File: config.mk
export PLATFORM = sky130hd
export DESIGN_NAME = aer_receiver
export DESIGN_NICKNAME = d
export VERILOG_FILES = /design/src/rtl/aer_pkg.sv /design/src/rtl/aer_event_fifo.sv /design/src/rtl/aer_receiver.sv
export SDC_FILE = /design/constraint.sdc
export NUM_CORES = 1
export LEC_CHECK = 0
export CAP_MARGIN = 30
export CORE_MARGIN = 4
export CORE_UTILIZATION = 44
export DETAILED_ROUTE_END_ITERATION = 10
export DONT_BUFFER_PORTS = 1
export GPL_TIMING_DRIVEN = 0
export SETUP_SLACK_MARGIN = 0.02
export SLEW_MARGIN = 20
export SYNTH_ARGS = -nofsm -noshare
export SYNTH_HDL_FRONTEND = slang
export SYNTH_SLANG_ARGS = --single-unit
File: constraint.sdc
create_clock -name clk -period 4.8 [get_ports clk]
set_input_delay 0.96 -clock clk [delete_from_list [all_inputs] [get_ports clk]]
set_output_delay 0.96 -clock clk [all_outputs]
set_load 0.02 [all_outputs]
File: src/rtl/aer_pkg.sv
// Shared definitions for both ends of the AER link: receiver FSM encoding,
// default address width and the FIFO occupancy width helper.
package aer_pkg;

  localparam int unsigned AER_ADDR_W = 8;

  typedef enum logic [2:0] {
    ST_INIT  = 3'd0,
    ST_IDLE  = 3'd1,
    ST_HOLD  = 3'd2,
    ST_ACK   = 3'd3,
    ST_DRAIN = 3'd4
  } aer_state_e;

  // Occupancy must represent 0..depth inclusive, hence one bit beyond the pointer.
  function automatic int unsigned aer_level_w(input int unsigned depth);
    return $clog2(depth) + 1;
  endfunction

endpackage

File: src/rtl/aer_event_fifo.sv
// First-word-fall-through event FIFO. The head entry is visible on rd_data_o
// straight from storage; a write into a full FIFO is accepted when a pop frees the slot.
module aer_event_fifo #(
  parameter int unsigned ADDR_W     = aer_pkg::AER_ADDR_W,
  parameter int unsigned FIFO_DEPTH = 4
) (
  input  logic                                         clk,
  input  logic                                         rst,
  input  logic                                         wr_en_i,
  input  logic [ADDR_W-1:0]                            wr_data_i,
  input  logic                                         rd_en_i,
  output logic [ADDR_W-1:0]                            rd_data_o,
  output logic                                         full_o,
  output logic                                         empty_o,
  output logic [aer_pkg::aer_level_w(FIFO_DEPTH)-1:0]  level_o
);
  import aer_pkg::*;

  localparam int unsigned      PTR_W    = $clog2(FIFO_DEPTH);
  localparam int unsigned      LVL_W    = aer_level_w(FIFO_DEPTH);
  localparam logic [LVL_W-1:0] LVL_FULL = LVL_W'(FIFO_DEPTH);

  logic [ADDR_W-1:0] mem_q [FIFO_DEPTH];
  logic [PTR_W-1:0]  wr_ptr_q, wr_ptr_d;
  logic [PTR_W-1:0]  rd_ptr_q, rd_ptr_d;
  logic [LVL_W-1:0]  level_q, level_d;
  logic              rd_s;
  logic              wr_s;
  logic              full_s;
  logic              empty_s;

  assign full_s    = (level_q == LVL_FULL);
  assign empty_s   = (level_q == '0);
  assign rd_s      = rd_en_i && !empty_s;
  assign wr_s      = wr_en_i && (!full_s || rd_s);
  assign rd_data_o = mem_q[rd_ptr_q];
  assign full_o    = full_s;
  assign empty_o   = empty_s;
  assign level_o   = level_q;

  // Pointer and occupancy next-state; power-of-two depth lets pointers wrap naturally.
  always_comb begin
    wr_ptr_d = wr_ptr_q;
    rd_ptr_d = rd_ptr_q;
    level_d  = level_q;
    if (wr_s) begin
      wr_ptr_d = wr_ptr_q + PTR_W'(1);
    end else begin
      wr_ptr_d = wr_ptr_q;
    end
    if (rd_s) begin
      rd_ptr_d = rd_ptr_q + PTR_W'(1);
    end else begin
      rd_ptr_d = rd_ptr_q;
    end
    case ({wr_s, rd_s})
      2'b10:   level_d = level_q + LVL_W'(1);
      2'b01:   level_d = level_q - LVL_W'(1);
      default: level_d = level_q;
    endcase
  end

  always_ff @(posedge clk or posedge rst) begin
    if (rst) begin
      wr_ptr_q <= '0;
      rd_ptr_q <= '0;
      level_q  <= '0;
    end else begin
      wr_ptr_q <= wr_ptr_d;
      rd_ptr_q <= rd_ptr_d;
      level_q  <= level_d;
    end
  end

  always_ff @(posedge clk or posedge rst) begin
    if (rst) begin
      for (int unsigned i = 0; i < FIFO_DEPTH; i++) begin
        mem_q[i] <= '0;
      end
    end else if (wr_s) begin
      mem_q[wr_ptr_q] <= wr_data_i;
    end
  end

endmodule

File: src/rtl/aer_receiver.sv
// Receiver end of a four-phase AER link: synchronizes req, captures the bundled
// address into the event FIFO and withholds ack while the FIFO cannot accept it.
module aer_receiver #(
  parameter int unsigned ADDR_W      = aer_pkg::AER_ADDR_W,
  parameter int unsigned SYNC_STAGES = 2,
  parameter int unsigned FIFO_DEPTH  = 4
) (
  input  logic                                         clk,
  input  logic                                         rst,
  input  logic                                         aer_req,
  input  logic [ADDR_W-1:0]                            aer_addr,
  output logic                                         aer_ack,
  output logic                                         ev_valid,
  output logic [ADDR_W-1:0]                            ev_addr,
  input  logic                                         ev_ready,
  output logic [aer_pkg::aer_level_w(FIFO_DEPTH)-1:0]  fifo_level,
  output logic                                         stall
);
  import aer_pkg::*;

  localparam int unsigned      LVL_W    = aer_level_w(FIFO_DEPTH);
  localparam int unsigned      CNT_W    = $clog2(SYNC_STAGES);
  localparam logic [CNT_W-1:0] CNT_LAST = CNT_W'(SYNC_STAGES - 1);

  logic [SYNC_STAGES-1:0] sync_q;
  logic                   req_s;
  logic                   req_early_s;
  aer_state_e             state_q, state_d;
  logic [CNT_W-1:0]       cnt_q, cnt_d;
  logic                   ack_q, ack_d;
  logic                   stall_q, stall_d;
  logic                   wr_en_s;
  logic                   pop_s;
  logic                   can_write_s;
  logic                   full_s;
  logic                   empty_s;
  logic [LVL_W-1:0]       level_s;

  assign req_s       = sync_q[SYNC_STAGES-1];
  // Value req_s takes on the next edge; lets INIT decide on its final cycle.
  assign req_early_s = sync_q[SYNC_STAGES-2];
  assign pop_s       = ev_ready && !empty_s;
  assign can_write_s = !full_s || pop_s;

  always_ff @(posedge clk or posedge rst) begin
    if (rst) begin
      sync_q <= '0;
    end else begin
      sync_q <= {sync_q[SYNC_STAGES-2:0], aer_req};
    end
  end

  always_ff @(posedge clk or posedge rst) begin
    if (rst) begin
      state_q <= ST_INIT;
      cnt_q   <= '0;
      ack_q   <= 1'b0;
      stall_q <= 1'b0;
    end else begin
      state_q <= state_d;
      cnt_q   <= cnt_d;
      ack_q   <= ack_d;
      stall_q <= stall_d;
    end
  end

  always_comb begin
    state_d = state_q;
    cnt_d   = cnt_q;
    case (state_q)
      ST_INIT: begin
        if (cnt_q == CNT_LAST) begin
          cnt_d   = '0;
          state_d = req_early_s ? ST_DRAIN : ST_IDLE;
        end else begin
          cnt_d   = cnt_q + CNT_W'(1);
          state_d = ST_INIT;
        end
      end
      ST_IDLE: begin
        if (req_s) begin
          state_d = can_write_s ? ST_ACK : ST_HOLD;
        end else begin
          state_d = ST_IDLE;
        end
      end
      ST_HOLD: begin
        if (!req_s) begin
          state_d = ST_IDLE;
        end else if (can_write_s) begin
          state_d = ST_ACK;
        end else begin
          state_d = ST_HOLD;
        end
      end
      ST_ACK, ST_DRAIN: begin
        if (!req_s) begin
          state_d = ST_IDLE;
        end else begin
          state_d = state_q;
        end
      end
      default: begin
        state_d = ST_INIT;
        cnt_d   = '0;
      end
    endcase
  end

  // ack and stall are registered from the upcoming state so they move on the transition edge.
  always_comb begin
    wr_en_s = 1'b0;
    case (state_q)
      ST_IDLE, ST_HOLD: wr_en_s = req_s && can_write_s;
      default:          wr_en_s = 1'b0;
    endcase
    ack_d   = (state_d == ST_ACK) || (state_d == ST_DRAIN);
    stall_d = (state_q == ST_HOLD) && (state_d == ST_HOLD);
  end

  aer_event_fifo #(
    .ADDR_W     (ADDR_W),
    .FIFO_DEPTH (FIFO_DEPTH)
  ) u_fifo (
    .clk       (clk),
    .rst       (rst),
    .wr_en_i   (wr_en_s),
    .wr_data_i (aer_addr),
    .rd_en_i   (ev_ready),
    .rd_data_o (ev_addr),
    .full_o    (full_s),
    .empty_o   (empty_s),
    .level_o   (level_s)
  );

  assign aer_ack    = ack_q;
  assign stall      = stall_q;
  assign ev_valid   = !empty_s;
  assign fifo_level = level_s;

endmodule
==> results of run 1 <==
-- power by group --
part	switching [mW]	internal, mW
Clock	0.132	0.155
Combinational	0.314	0.329
Sequential	0.121	0.571
-- final cells by class --
class	count	area share
multi-input cells	85	0.407
plain buffers	5	0.0117
clock buffers	5	0.0280
inverters	9	0.0138
flip-flops and latches	47	0.479
clock inverters	3	0.0178
well taps	67	0.0342
repair buffers	1	0.00816
-- cell usage after synthesis --
master	count	area [um^2]
nand2b_1	2	12.5
mux4_2	8	180
nand3b_1	1	7.51
nand2_1	2	7.51
buf_4	2	15.0
o21ai_0	2	10.0
inv_1	9	33.8
xor2_1	3	26.3
maj3_1	1	10.0
mux2_2	33	372
o31a_2	1	10.0
o21bai_1	1	7.51
nand3_1	1	5.00
fa_1	1	20.0
buf_1	1	3.75
buf_2	2	10.0
nor3_2	1	10.0
xnor2_2	1	16.3
and4_2	1	10.0
nor2_1	4	15.0
nor2b_1	1	6.26
ha_1	5	62.6
a21boi_0	1	7.51
or3_2	1	7.51
a41oi_1	1	8.76
o31a_1	1	8.76
mux2i_1	1	10.0
or3_1	1	6.26
o21a_1	1	7.51
nor4b_4	5	119
a32oi_1	1	8.76
xnor2_1	3	26.3
dfrtp_1	47	1180
-- path summary, 6_finish.rpt --
kind	end	depth (start not counted)	startpoint	slack, ps
max	u_fifo.level_o[2]	9	ev_ready	2040
min	sync_q[1]	0	sync_q[0]	400
max reg2reg	u_fifo.level_o[2]	9	u_fifo.level_o[0]	2060
min reg2reg	sync_q[1]	0	sync_q[0]	400
max in group asynchronous	u_fifo.mem_q[14]	2	rst	3780
min in group asynchronous	u_fifo.level_o[0]	1	rst	530
-- routing by layer --
metal / up-vias / wire [um] / GRT usage
li1: 541 / - / -
met1: 603 / 1670 / 0.178
met2: 28 / 1970 / 0.233
met3: 9 / 175 / 0.0454
met4: 0 / 74 / 0.0601
met5: - / 0 / 0
-- worst max-delay path, delay by kind of cell --
| kind | cells | cell delay (ps) |
|---|---|---|
| and+or+nand+nor | 3 | 960 |
| adders and majority gates | 2 | 570 |
| buffers and inverters | 2 | 170 |
| xor gates and xnor gates | 2 | 310 |
-- state kept, by name (all words and copies together), names as in the netlist --
name / cells
state_q: 3
u_fifo.level_o: 3
aer_ack: 1
stall: 1
u_fifo.mem_q: 32
sync_q: 2
u_fifo.wr_ptr_q: 2
u_fifo.rd_ptr_q: 2
cnt_q: 1
-- logic make-up after synthesis --
logic type	after synthesis	synth area share
xor+xnor	7	0.0308
compound gates	9	0.0308
buf+inv	14	0.0280
simple gates	20	0.0923
flops	47	0.526
fa+ha+maj	7	0.0414
mux	42	0.251
-- stage by stage --
| step | cells | setup WS, ps | utilization | hold slack [ps] |
|---|---|---|---|---|
| 2_1_floorplan | 146 | 1960 | - | 366 |
| 3_3_place_gp | 213 | 1800 | 0.482 | 385 |
| 3_5_place_dp | 214 | 1680 | 0.486 | 381 |
| 4_1_cts | 222 | 2000 | 0.509 | 403 |
| 5_1_grt | 222 | 1890 | 0.509 | 417 |
| 6_report | 222 | 2040 | 0.509 | 401 |
-- layout by cell type, fill, tap and decap left out, types with 2 or more instances in the layout --
master    count
buf_2         2
buf_4         2
clkbuf_8      5
dfrtp_1      47
ha_1          5
inv_1         8
mux2_2       33
mux4_2        8
nand2_1       2
nand2b_1      2
nor2_1        4
nor4b_4       5
o21ai_0       2
xnor2_1       3
xor2_1        3
==> metrics.csv, run 1 <==
metric,value,unit
drive_above_1_share,0.419,
synth_area_per_cell,15.3,um^2
synth_seq_area_share,0.526,
post_drt_wl_per_cell,17.6,um
cpMaxStageDelayCell,nor4b_4,
crit_fanout,9,
period_share,0.574,
tns,0,ps
startpoint_type,primary input,
criticalPathCategory,primary input to flip-flop,
core_area,0.00482,mm^2
vias_per_cell,5.32,
via_count,1181,
cts.sinks,47,
yosysUniqueCellTypes,33,
antennaDiodeCount,0,
cp_data_arrival_time,2980,ps
multi_input_area,998,um^2
required,5020,ps
skew,10.2,ps
root_buffer,clkbuf_8,
grt.overflow.total,0,
maxSlewHeadroom,0.444,
drtIter0Drc,36,
setup_viol,0,
power,1.62,mW
area_growth,9.68,%
status,finished clean,
dr.pass1.iters,4,
nets,172,
cts_buffer_depth,2,
hold_buffers,0,
syn-instance-count,146,
grt_usage,0.144,
die_w,79.3,um
final_hold_viol_count,0,
dpl-instance-area,0.00234,mm^2
synthesis.nets,164,
regArea,0.00118,mm^2
clk_latency,300,ps
wl,3.90,mm
cap_violations,0,
die-area,0.00629,mm^2
hpwl,2.74,mm
grt_pass1_vias,1305,
rsz0062_at_grt,false,
drc_errors,0,
start_util,0.464,
peakVddDrop,0.271,mV
grt_max_degree,30,
post_cts_buffers,0,
row_count,25,
antenna_found_initial,0,
htreeDepth,2,
finalInstanceArea,0.00245,mm^2
fp.dieH,79.3,um
min_period,2760,ps
critPathMaxStageDelay,690,ps
tightest_slew,830,ps
cts_tree,yes,
grt_pass1_wl,6.71,mm
ant_nets,0,
gp_congestion,0.775,
cts_buffers,5,
fillers,440,
clkSlewWorstSetupHoldPaths,80,ps
io_buffers,0,
critPathCaptureType,flip-flop,
cts_resized,0,
powerDensity,661,mW/mm^2
ys_ff_latch,47,
ioPinCount,26,
finalMaxSlewViolations,0,
fmax,0.363,GHz
p_leak,1.03,nW
syn_area,0.00224,mm^2
yosysWarnings,0,
hold_path_class,flip-flop to flip-flop,
cp_cell_sequence,nor4b_4 -> nor3_2 -> inv_1 -> ha_1 -> inv_1 -> fa_1 -> xor2_1 -> nor2_1 -> xor2_1,
Note: power is estimated with default switching activity, not from simulation.
==> inputs of run 2 (changes only) <==
- clock period: 4.8 -> 2.6 ns (I/O delays scaled with it)
==> metrics.csv, run 2 (synthesized netlist as in run 1, its figures left out) <==
metric,value,unit
nets,173,
cp_cell_sequence,buf_4 -> xnor2_2 -> nor3_2 -> inv_1 -> ha_1 -> inv_1 -> fa_1 -> xor2_1 -> nor2_1 -> xor2_1,
layout_common_cells,"47 x dfrtp_1, 33 x mux2_2, 8 x inv_1, 8 x mux4_2",
cts_buffer_depth,2,
drive_above_1_share,0.423,
p_sw,1.05,mW
criticalPathCategory,flip-flop to flip-flop,
die_w,79.3,um
final_hold_viol_count,0,
fp.dieH,79.3,um
cts.sinks,47,
io_buffers,0,
swShare,0.350,
startpoint_type,flip-flop,
cp_data_arrival_time,2610,ps
required,2820,ps
peakVddDrop,0.500,mV
post-place-ws,-171,ps
vias_per_cell,5.33,
area_growth,10.0,%
gp_congestion,0.775,
start_util,0.464,
cap_violations,0,
dr.pass1.iters,4,
maxSlewHeadroom,0.506,
antenna_found_initial,0,
cts_tree,yes,
cpMaxStageDelayCell,xnor2_2,
p_comb_frac,0.397,
clockPowerShare,0.176,
fillers,438,
antennaDiodeCount,0,
hold_path_class,primary input to async pin,
die-area,0.00629,mm^2
finalMaxSlewViolations,0,
final_core_util,0.511,
clk_latency,300,ps
grt_pass1_vias,1311,
period_share,0.921,
drc_errors,0,
grt.overflow.total,0,
cts_resized,0,
path_buf_inv,3,
power.internal,1.95,mW
top_usage_layer,met2,
htreeDepth,2,
clkSlewWorstSetupHoldPaths,80,ps
power,3.00,mW
row_count,25,
setup_viol,0,
met1_usage,0.180,
ant_nets,0,
p_leak,1.03,nW
worstRegToRegCells,10,
crit_fanout,8,
cp_top_family,XOR/XNOR gates,
grtUsageMet2,0.233,
grt_max_degree,30,
grt_usage,0.145,
final_common_cell,dfrtp_1,
hold_buffers,0,
grt_pass1_wl,6.76,mm
post_drt_wl_per_cell,17.5,um
tightest_slew,738,ps
p_seq_frac,0.426,
fmax,0.417,GHz
rsz0062_at_grt,false,
cts_buffers,5,
worst_slack,205,ps
skew,10.3,ps
via_count,1189,
largest_reg_flops,32,
root_buffer,clkbuf_8,
min_period,2400,ps
cp_num_cells,10,
core_area,0.00482,mm^2
drtIter0Drc,31,
holdWs,91.4,ps
critPathCaptureType,flip-flop,
powerDensity,1220,mW/mm^2
wl,3.90,mm
critPathMaxStageDelay,490,ps
hpwl,2.74,mm
ioPinCount,26,
status,finished clean,
regMostFlops,u_fifo.mem_q,
use_met3,0.0454,
[run 2: cell count changes in the layout (fill, tap and decap cells not counted), sizes merged]
cell and change:
buf +1
[run 2: routing by layer]
metal  vias up  part of all wire
met5         -                 0
met4         0             0.019
met3         9             0.045
met2        28              0.51
met1       611              0.43
li1        541                 -
[run 2: what timing repair did]
action,4_1_cts,5_1_grt
endpoints found under the setup margin,1,0
endpoints found under the hold margin,0,0
setup buffers,1,0
[run 2: stage by stage]
step | TNS (ps) | instance area [um^2] | instances
floorplan | 0 | 2240 | 146
global placement | -46.5 | 2320 | 213
global route | 0 | 2460 | 223
finish | 0 | 2460 | 223
detailed placement | -171 | 2340 | 214
CTS | 0 | 2460 | 223
[run 2: power by group through the flow]
stage	clock (mW)	sequential [mW]	combinational, mW
2_1_floorplan	0	1.24	1.04
3_3_place_gp	0	1.27	1.16
3_5_place_dp	0	1.30	1.21
4_1_cts	0.553	1.28	1.22
5_1_grt	0.583	1.32	1.29
6_report	0.529	1.28	1.19
[run 2: path summary, 6_finish.rpt]
check                      startpoint  slack, ps           endpoint
hold / removal                    rst         90  u_fifo.level_o[0]
setup / recovery           state_q[0]        200  u_fifo.level_o[2]
max in group asynchronous         rst       2020   u_fifo.mem_q[14]
min in group clk              aer_req        250          sync_q[0]
setup reg to reg           state_q[0]        200  u_fifo.level_o[2]
hold reg to reg             sync_q[0]        400          sync_q[1]
[run 2: final cells by class]
class / instances / area (um^2) / share of cell area
plain buffers: 5 / 28.8 / 0.0117
well taps: 67 / 83.8 / 0.0341
flip-flops and latches: 47 / 1180 / 0.478
inverters: 9 / 33.8 / 0.0137
clock buffers: 5 / 68.8 / 0.0280
repair buffers: 2 / 27.5 / 0.0112
clock inverters: 3 / 43.8 / 0.0178
multi-input cells: 85 / 998 / 0.406
